File: src/rtl/host_pkg.sv
// Shared types and constants for the host launcher.
// Job states, widths and the default RUN watchdog.
package host_pkg;

  localparam int AW = 8;
  localparam int DW = 8;
  localparam int CW = 16;
  localparam logic [CW-1:0] TIMEOUT_DEF = 16'd4096;

  typedef enum logic [2:0] {
    S_IDLE,
    S_CLEAR,
    S_LOAD,
    S_LAUNCH,
    S_RUN,
    S_DUMP,
    S_DONE
  } state_t;

  typedef enum logic [1:0] {
    D_ISSUE,
    D_CAP,
    D_HOLD
  } dph_t;

endpackage

File: src/rtl/run_timer.sv
// Saturating RUN-cycle counter with clear, enable
// and a compare that fires on the cycle reaching limit-1.
module run_timer
  import host_pkg::*;
(
  input  logic          clk,
  input  logic          rst_n,
  input  logic          clr,
  input  logic          en,
  input  logic [CW-1:0] limit,
  output logic [CW-1:0] q,
  output logic          hit
);

  logic [CW-1:0] nxt;

  assign nxt = (q == '1) ? q : q + 1'b1;
  assign hit = en && (nxt == limit - 1'b1);

  always_ff @(posedge clk or negedge rst_n) begin
    if (!rst_n) begin
      q <= '0;
    end else if (clr) begin
      q <= '0;
    end else if (en) begin
      q <= nxt;
    end
  end

endmodule

File: src/rtl/host_launcher.sv
// Host-side job sequencer: clear and load data memory,
// launch the core, watch for done/timeout, read back.
module host_launcher
  import host_pkg::*;
#(
  parameter logic [CW-1:0] TIMEOUT_CYC = TIMEOUT_DEF
) (
  input  logic          Clk,
  input  logic          Reset_n,
  input  logic          Go,
  input  logic [AW-1:0] Dump_base,
  input  logic [AW-1:0] Dump_len,
  input  logic          Ld_valid,
  output logic          Ld_ready,
  input  logic [AW-1:0] Ld_addr,
  input  logic [DW-1:0] Ld_data,
  input  logic          Ld_last,
  output logic          Mem_we,
  output logic [AW-1:0] Mem_addr,
  output logic [DW-1:0] Mem_wdata,
  input  logic [DW-1:0] Mem_rdata,
  output logic          Start,
  input  logic          Ack,
  output logic          Rd_valid,
  input  logic          Rd_ready,
  output logic [AW-1:0] Rd_addr,
  output logic [DW-1:0] Rd_data,
  output logic          Busy,
  output logic          Done,
  output logic          Timeout,
  output logic [CW-1:0] Cycles
);

  state_t        st, st_nx;
  dph_t          ph;
  logic [AW-1:0] ctr;
  logic [AW-1:0] base_q;
  logic [AW-1:0] rem;
  logic          run, tmr_clr, tmr_hit, fin;

  assign run     = (st == S_RUN);
  assign tmr_clr = (st == S_IDLE) && Go;
  assign fin     = run && (Ack || tmr_hit);

  run_timer u_tmr (
    .clk   (Clk),
    .rst_n (Reset_n),
    .clr   (tmr_clr),
    .en    (run),
    .limit (TIMEOUT_CYC),
    .q     (Cycles),
    .hit   (tmr_hit)
  );

  always_comb begin
    st_nx = st;
    unique case (st)
      S_IDLE:   if (Go) st_nx = S_CLEAR;
      S_CLEAR:  if (ctr == '1) st_nx = S_LOAD;
      S_LOAD:   if (Ld_valid && Ld_last) st_nx = S_LAUNCH;
      S_LAUNCH: st_nx = S_RUN;
      S_RUN:
        if (fin) st_nx = (rem == '0) ? S_DONE : S_DUMP;
      S_DUMP:
        if (ph == D_HOLD && Rd_ready && rem == 8'd1)
          st_nx = S_DONE;
      S_DONE:   st_nx = S_IDLE;
      default:  st_nx = S_IDLE;
    endcase
  end

  // memory port is a pure decode of state so reset silences it at once
  always_comb begin
    Ld_ready  = (st == S_LOAD);
    Mem_we    = 1'b0;
    Mem_addr  = '0;
    Mem_wdata = '0;
    unique case (1'b1)
      st == S_CLEAR: begin
        Mem_we   = 1'b1;
        Mem_addr = ctr;
      end
      st == S_LOAD: begin
        Mem_we    = Ld_valid;
        Mem_addr  = Ld_addr;
        Mem_wdata = Ld_data;
      end
      st == S_DUMP: Mem_addr = ctr;
      default: ;
    endcase
  end

  always_ff @(posedge Clk or negedge Reset_n) begin
    if (!Reset_n) begin
      st       <= S_IDLE;
      ph       <= D_ISSUE;
      ctr      <= '0;
      base_q   <= '0;
      rem      <= '0;
      Start    <= 1'b0;
      Busy     <= 1'b0;
      Done     <= 1'b0;
      Timeout  <= 1'b0;
      Rd_valid <= 1'b0;
      Rd_addr  <= '0;
      Rd_data  <= '0;
    end else begin
      st    <= st_nx;
      Start <= st_nx inside {S_CLEAR, S_LOAD, S_LAUNCH};
      Busy  <= (st_nx != S_IDLE);
      Done  <= (st_nx == S_DONE);
      unique case (st)
        S_IDLE: if (Go) begin
          base_q  <= Dump_base;
          rem     <= Dump_len;
          ctr     <= '0;
          Timeout <= 1'b0;
        end
        S_CLEAR: ctr <= ctr + 1'b1;
        S_RUN: if (fin) begin
          Timeout <= !Ack;
          ctr     <= base_q;
          ph      <= D_ISSUE;
        end
        // one byte: address, capture a cycle later, then hold
        S_DUMP: unique case (ph)
          D_ISSUE: ph <= D_CAP;
          D_CAP: begin
            Rd_valid <= 1'b1;
            Rd_addr  <= ctr;
            Rd_data  <= Mem_rdata;
            ph       <= D_HOLD;
          end
          D_HOLD: if (Rd_ready) begin
            Rd_valid <= 1'b0;
            ctr      <= ctr + 1'b1;
            rem      <= rem - 1'b1;
            ph       <= D_ISSUE;
          end
          default: ph <= D_ISSUE;
        endcase
        default: ;
      endcase
    end
  end

endmodule

File: config.mk
export PLATFORM = sky130hd
export DESIGN_NAME = host_launcher
export DESIGN_NICKNAME = d
export VERILOG_FILES = /design/src/rtl/host_pkg.sv /design/src/rtl/run_timer.sv /design/src/rtl/host_launcher.sv
export SDC_FILE = /design/constraint.sdc
export NUM_CORES = 1
export LEC_CHECK = 0
export CORE_MARGIN = 1.5
export CORE_UTILIZATION = 30
export CTS_BUF_LIST = sky130_fd_sc_hd__clkbuf_8
export CTS_CLUSTER_SIZE = 16
export DETAILED_ROUTE_END_ITERATION = 8
export HOLD_SLACK_MARGIN = 0.08
export PLACE_DENSITY = 0.55
export SLEW_MARGIN = 20
export SYNTH_ARGS = -nofsm -noshare
export SYNTH_HDL_FRONTEND = slang
export SYNTH_SLANG_ARGS = --single-unit
File: constraint.sdc
create_clock -name Clk -period 2.85 [get_ports Clk]
set_clock_uncertainty 0.1 [all_clocks]
set_input_delay 0.855 -clock Clk [delete_from_list [all_inputs] [get_ports Clk]]
set_output_delay 0.855 -clock Clk [all_outputs]
set_load 0.02 [all_outputs]
==> out/results.ini, run 1 <==
[sta]
clock.fmax_mhz = 358
relSlewSlack = 0.610
post-route-period-util = 0.980
period_needed_ns = 2.79
final-max-slew-violation-count = 0
tightest_slew_ns = 0.583
finalHoldViolations = 0
setup_slack_ns = 0.0581
rsz0062_at_grt = false
finalSetupViolCount = 0

[critical_path]
crit_arrival_ns = 1.84
critical_path_class = in -> out
cp-start-kind = input pin
cp-end-kind = output port
worstPathRequired_ns = 1.90
reg2reg_depth = 7
cp_max_fo = 1

[layout]
num_antenna_cells = 0
nets = 547
layout-drive-gt1-share = 0.168
final_core_util = 0.445
fin_cells = 644
area_delta_synth_final_pct = 43.1

[floorplan]
die_h_um = 112
die_w_um = 112
dieArea_sq_mm = 0.0126
ios = 102
core_sq_mm = 0.0115
rows = 39
start_util = 0.311

[pwr]
vdd_drop_max_uv = 260
leakagePower_nw = 2.23
cellPowerDensity_mw_per_mm2 = 561

[min_path]
hp-class = in -> async

[routing]
postRouteAntennaNets = 0
drt_wl_total_um = 10700
firstDrtPassIters = 8
drc_errors = 7
avgViaCountPerCell = 5.33
vias = 3432
wl_per_cell_um = 16.7
drtIter0Drc = 183

[clocking]
cts.sinks = 66
clk_pin_slew_ns = 0.07
cts_hold_buffers = 0
clk_latency_ns = 0.35
clock_path_buffers = 2
root_buffer = clkbuf_8
cts-buffers-inserted = 9
cts_tree = done
htreeDepth = 3

[global_route]
grt_pass1_wl_um = 17300
antenna_found_initial = 0
use_met2 = 0.298
busiest_layer = met2
gr-total-overflow = 0
grt_max_degree = 54
gr-usage-met3 = 0.0351
use_met1 = 0.223
gr-usage-all-layers = 0.175
grt_pass1_vias = 3401

[synthesis]
ys_seq_elements = 66
synth-main-ff-cell = dfrtp_1
yosys.area.top_type = dfrtp_1
synth_common_cells = dfrtp_1 (66), a21oi_1 (32), nand2_1 (32)
synth_edf_count = 0
synth_fp_nets = 430
yosysWarnings = 0
netlist.area_leader.share = 0.461
synth_cells = 379
yosysMostFrequentCell = dfrtp_1
synth_area_sq_mm = 0.00358
ys_seq_area_frac = 0.461
synth_area_per_cell_sq_um = 9.45
synth.distinct_cells = 54
async_flop_share = 1.00
synth_area_leaders = dfrtp_1 (46%), mux2_2 (7.5%), a21oi_1 (4.5%), o21ai_0 (4.2%), nand2_1 (3.4%)

[run]
drv_cap = 0

[placed_design]
dp.cells = 628
place.gp.congestion = 0.856
post-place-ws_ns = -0.310
portBuffers = 101
dpl.hpwl_um = 7720

[outcome]
run_status = finished, violations left
violations = design-rule violations

==> path summary, 6_finish.rpt <==
check,endpoint,from,slack (ns)
max,Mem_addr[5],Ld_addr[5],0.06
min,u_tmr.q[9],Reset_n,0.33
max reg2reg,ctr[0],u_tmr.q[3],0.21
min reg2reg,Rd_addr[2],Rd_addr[2],0.41
max in group asynchronous,Busy,Reset_n,1.70
min in group Clk,Rd_addr[2],Rd_addr[2],0.41
==> cells by family after synthesis <==
| kind of cell | count (synthesis) | synth area share |
|---|---|---|
| and+or+nand+nor | 139 | 0.205 |
| AOI/OAI and AO/OA | 112 | 0.196 |
| adders and majority gates | 4 | 0.0140 |
| xor gates and xnor gates | 3 | 0.00733 |
| buffers and inverters | 28 | 0.0311 |
| DFF | 66 | 0.461 |
| muxes | 27 | 0.0859 |
==> layout make-up <==
| cell class | instances | area [sq um] |
|---|---|---|
| Clock inverter | 7 | 119 |
| Tap cell | 143 | 179 |
| Fill cell | 1120 | 6390 |
| Sequential cell | 66 | 1650 |
| Clock buffer | 9 | 124 |
| Inverter | 7 | 26.3 |
| Multi-Input combinational cell | 285 | 1840 |
| Timing Repair Buffer | 127 | 1190 |
==> placed cells by master (no fill, tap or decap), types with 9 or more instances in the layout <==
cell	instances
a21oi_1	32
a22o_1	9
and3_1	11
buf_4	25
clkbuf_8	9
clkdlybuf4s50_1	82
dfrtp_1	66
dlygate4sd2_1	13
mux2_2	24
nand2_1	32
nand3_1	15
nor2_1	29
nor3_1	17
o21ai_0	30
o22ai_1	10
==> routing by layer <==
| layer | routed length (um) | share of wire |
|---|---|---|
| met5 | 0 | 0 |
| met4 | 93 | 0.0087 |
| met3 | 492 | 0.046 |
| met2 | 5420 | 0.50 |
| met1 | 4730 | 0.44 |
==> report_power, final <==
group	internal, mW	leakage, nW	switching [mW]	total [mW]
clock	0.581	0.121	0.392	0.974
sequential	1.08	0.845	0.173	1.26
combinational	0.331	1.26	0.316	0.648
==> metrics by stage <==
stage,power [mW],hold WS [ns],setup TNS (ns),cell area (sq um)
floorplan,1.60,0.381,0,3590
detailed placement,1.95,0.395,-2.92,4910
CTS,2.90,0.327,0,5130
global route,3.03,0.338,0,5130
finish,2.88,0.333,0,5130
global placement,1.93,0.390,-2.79,4910
==> timing repair <==
item                                    4_1_cts  5_1_grt
buffers inserted                              0        0
gates resized for setup                      20        6
endpoints found under the setup margin       18        5
==> flip-flops by register name, indices dropped and copies added (netlist names) <==
name	flops
u_tmr.q	16
Rd_addr	8
Rd_data	8
base_q	8
ctr	8
rem	8
st	3
ph	2
Busy	1
Done	1
Rd_valid	1
Start	1
Timeout	1
==> critical path, cell delays in order <==
cell             delay, ns
clkdlybuf4s50_1       0.44
a22o_1                0.21
dlygate4sd2_1         0.32
(Power assumes the default switching activity.)
==> run 2: changes to the inputs <==
--- a/config.mk
+++ b/config.mk
@@ -5,6 +5,7 @@
 export SDC_FILE = /design/constraint.sdc
 export NUM_CORES = 1
 export LEC_CHECK = 0
+export CORE_ASPECT_RATIO = 2
 export CORE_MARGIN = 1.5
 export CORE_UTILIZATION = 30
 export CTS_BUF_LIST = sky130_fd_sc_hd__clkbuf_8
==> run 2 against run 1 <==
Effect of this change:
- the flow now finishes without violations
- setup slack better by 0.043 ns
- non-clock buffer count increased by 3
- count of clock-buffer cells in the layout grew 2
- via count increased by 1.6%
- fmax grew 1.5%
==> out/results.ini, run 2 (synthesized netlist as in run 1, its figures left out) <==
[outcome]
run_status = complete, no violations

[sta]
final-max-slew-violation-count = 0  ; unchanged
finalSetupViolCount = 0  ; unchanged
post-route-period-util = 0.965  ; -0.0149
tightest_slew_ns = 0.601  ; +0.0173 ns
rsz0062_at_grt = false
holdWs_ns = 0.409  ; +0.0756 ns
relSlewSlack = 0.598  ; -0.0116
finalHoldViolations = 0  ; unchanged
period_needed_ns = 2.75  ; -0.0426 ns
setup_tns_ns = 0  ; unchanged
setup_slack_ns = 0.101  ; +0.0426 ns
clock.fmax_mhz = 364  ; +1.5%

[pwr]
p_int_mw = 1.86  ; -6.9%
power.share.combinational = 0.231  ; +0.006
vdd_drop_max_uv = 294  ; +13%
power_mw = 2.72  ; -5.6%
cellPowerDensity_mw_per_mm2 = 530  ; -5.6%
pwr-share-clk = 0.300  ; -0.038
pwr-share-seq = 0.469  ; +0.032
leakagePower_nw = 2.23  ; +0.16%
switching_share = 0.316  ; +0.00987
power_switching_mw = 0.860  ; -2.5%

[critical_path]
crit_arrival_ns = 1.79  ; -0.05 ns
rrSetupSlack_ns = 0.19  ; -0.02 ns
cp-end-kind = output port
reg2reg_to = ctr[0]
critical_path_class = in -> out
startpoint = Ld_addr[4]
cp-start-kind = input pin
r2r-start = u_tmr.q[4]
cp_max_fo = 1  ; unchanged
worstPathRequired_ns = 1.90  ; about the same
reg2reg_depth = 7  ; unchanged

[clocking]
htreeDepth = 3  ; unchanged
cts_setup_buffers = 0  ; unchanged
root_buffer = clkbuf_8
cts_tree = done
clk_pin_slew_ns = 0.07  ; about the same
cts.sinks = 66  ; unchanged
clock_path_buffers = 2  ; unchanged
cts_hold_buffers = 0  ; unchanged
cts-buffers-inserted = 9  ; unchanged
clk_latency_ns = 0.35  ; about the same

[placed_design]
portBuffers = 101  ; unchanged
post-place-ws_ns = -0.333  ; -0.0230 ns
place.gp.congestion = 0.876  ; +2.3%
dpl.hpwl_um = 8580  ; +11%

[floorplan]
rows = 56  ; +44%
dieArea_sq_mm = 0.0126  ; +0.32%
die_w_um = 80.3  ; -29%
start_util = 0.306  ; -0.00492
ios = 102  ; unchanged
core_sq_mm = 0.0117  ; +1.6%
die_h_um = 158  ; +40%

[routing]
avgViaCountPerCell = 5.37  ; +0.85%
vias = 3488  ; +1.6%
drt_wl_total_um = 11300  ; +4.9%
firstDrtPassIters = 4  ; -4
postRouteAntennaNets = 0  ; unchanged
wl_per_cell_um = 17.4  ; +4.1%
drtIter0Drc = 166  ; -9.3%
drc_errors = 0  ; -7

[global_route]
gr-usage-all-layers = 0.185  ; +0.0109
grt_max_degree = 67  ; +24%
grt_pass1_vias = 3545  ; +4.2%
grt_pass1_wl_um = 17800  ; +2.6%
gr-total-overflow = 0  ; unchanged
antenna_found_initial = 0  ; unchanged

[layout]
regMostFlops = u_tmr.q
area_delta_synth_final_pct = 43.1  ; about the same
num_antenna_cells = 0  ; unchanged
nets = 550  ; +0.55%
final_common_cell = clkdlybuf4s50_1
final_core_util = 0.438  ; -0.00694
layout-drive-gt1-share = 0.171  ; +0.00297
largest_reg_flops = 16  ; unchanged
final_cell_mix = clkdlybuf4s50_1 (82), dfrtp_1 (65), nand2_1 (32), a21oi_1 (32), o21ai_0 (30)

[run]
drv_cap = 0  ; unchanged

[min_path]
hp-class = in -> async

-- run 2: cell types whose count changed in the layout (fill, tap and decap cells not counted), moves of 2 or more --
cell | before | now
clkdlybuf4s15_1 | 2 | 0
bufinv_16 | 3 | 1
clkbuf_8 | 9 | 11
clkinv_4 | 2 | 0
dlygate4sd2_1 | 13 | 16
buf_4 | 25 | 27
-- run 2: worst max path at each step --
stage,end,slack (ns),cells after the start
6_report,Mem_addr[4],0.10,3
4_1_cts,Mem_we,0.008,4
5_1_grt,ctr[0],0.02,7
2_1_floorplan,ctr[0],0.02,8
3_5_place_dp,Mem_we,-0.33,4
3_3_place_gp,Mem_we,-0.30,4
-- run 2: cell type report --
type                       count  area (sq um)
tap                          145           181
fill                        1160          6570
multi-input combinational    285          1840
inverter                       7          26.3
timing repair buffer         130          1230
clock inverter                 5          53.8
clock buffer                  11           151
sequential                    66          1650
-- run 2: layer usage --
| metal | GRT usage | vias to the layer above | part of all wire | wire length, um |
|---|---|---|---|---|
| li1 | - | 1644 | - | - |
| met1 | 0.187 | 1731 | 0.36 | 4020 |
| met2 | 0.358 | 94 | 0.58 | 6490 |
| met3 | 0.0354 | 19 | 0.039 | 438 |
| met4 | 0.0747 | 0 | 0.028 | 316 |
| met5 | 0 | - | 0 | 0 |
-- run 2: per-stage QoR --
stage,cells,area [sq um]
detailed placement,633,4940
global placement,633,4940
floorplan,379,3590
CTS,649,5130
global route,649,5130
finish,649,5130
-- run 2: critical path: stages --
cell and delay (ns):
clkdlybuf4s50_1 0.41, a22o_1 0.20, dlygate4sd2_1 0.32
-- run 2: power groups by stage --
| stage | combinational (mW) | clock [mW] | sequential, mW |
|---|---|---|---|
| after floorplan | 0.356 | 0 | 1.24 |
| after global placement | 0.652 | 0 | 1.29 |
| after detailed placement | 0.664 | 0 | 1.29 |
| after CTS | 0.638 | 0.836 | 1.27 |
| after global routing | 0.682 | 0.876 | 1.30 |
| final | 0.628 | 0.816 | 1.27 |
-- run 2: what timing repair did --
item	in CTS	in global routing
pin swaps	0	0
endpoints found under the hold margin	0	0
gates resized for setup	20	2
setup endpoints to repair	18	2
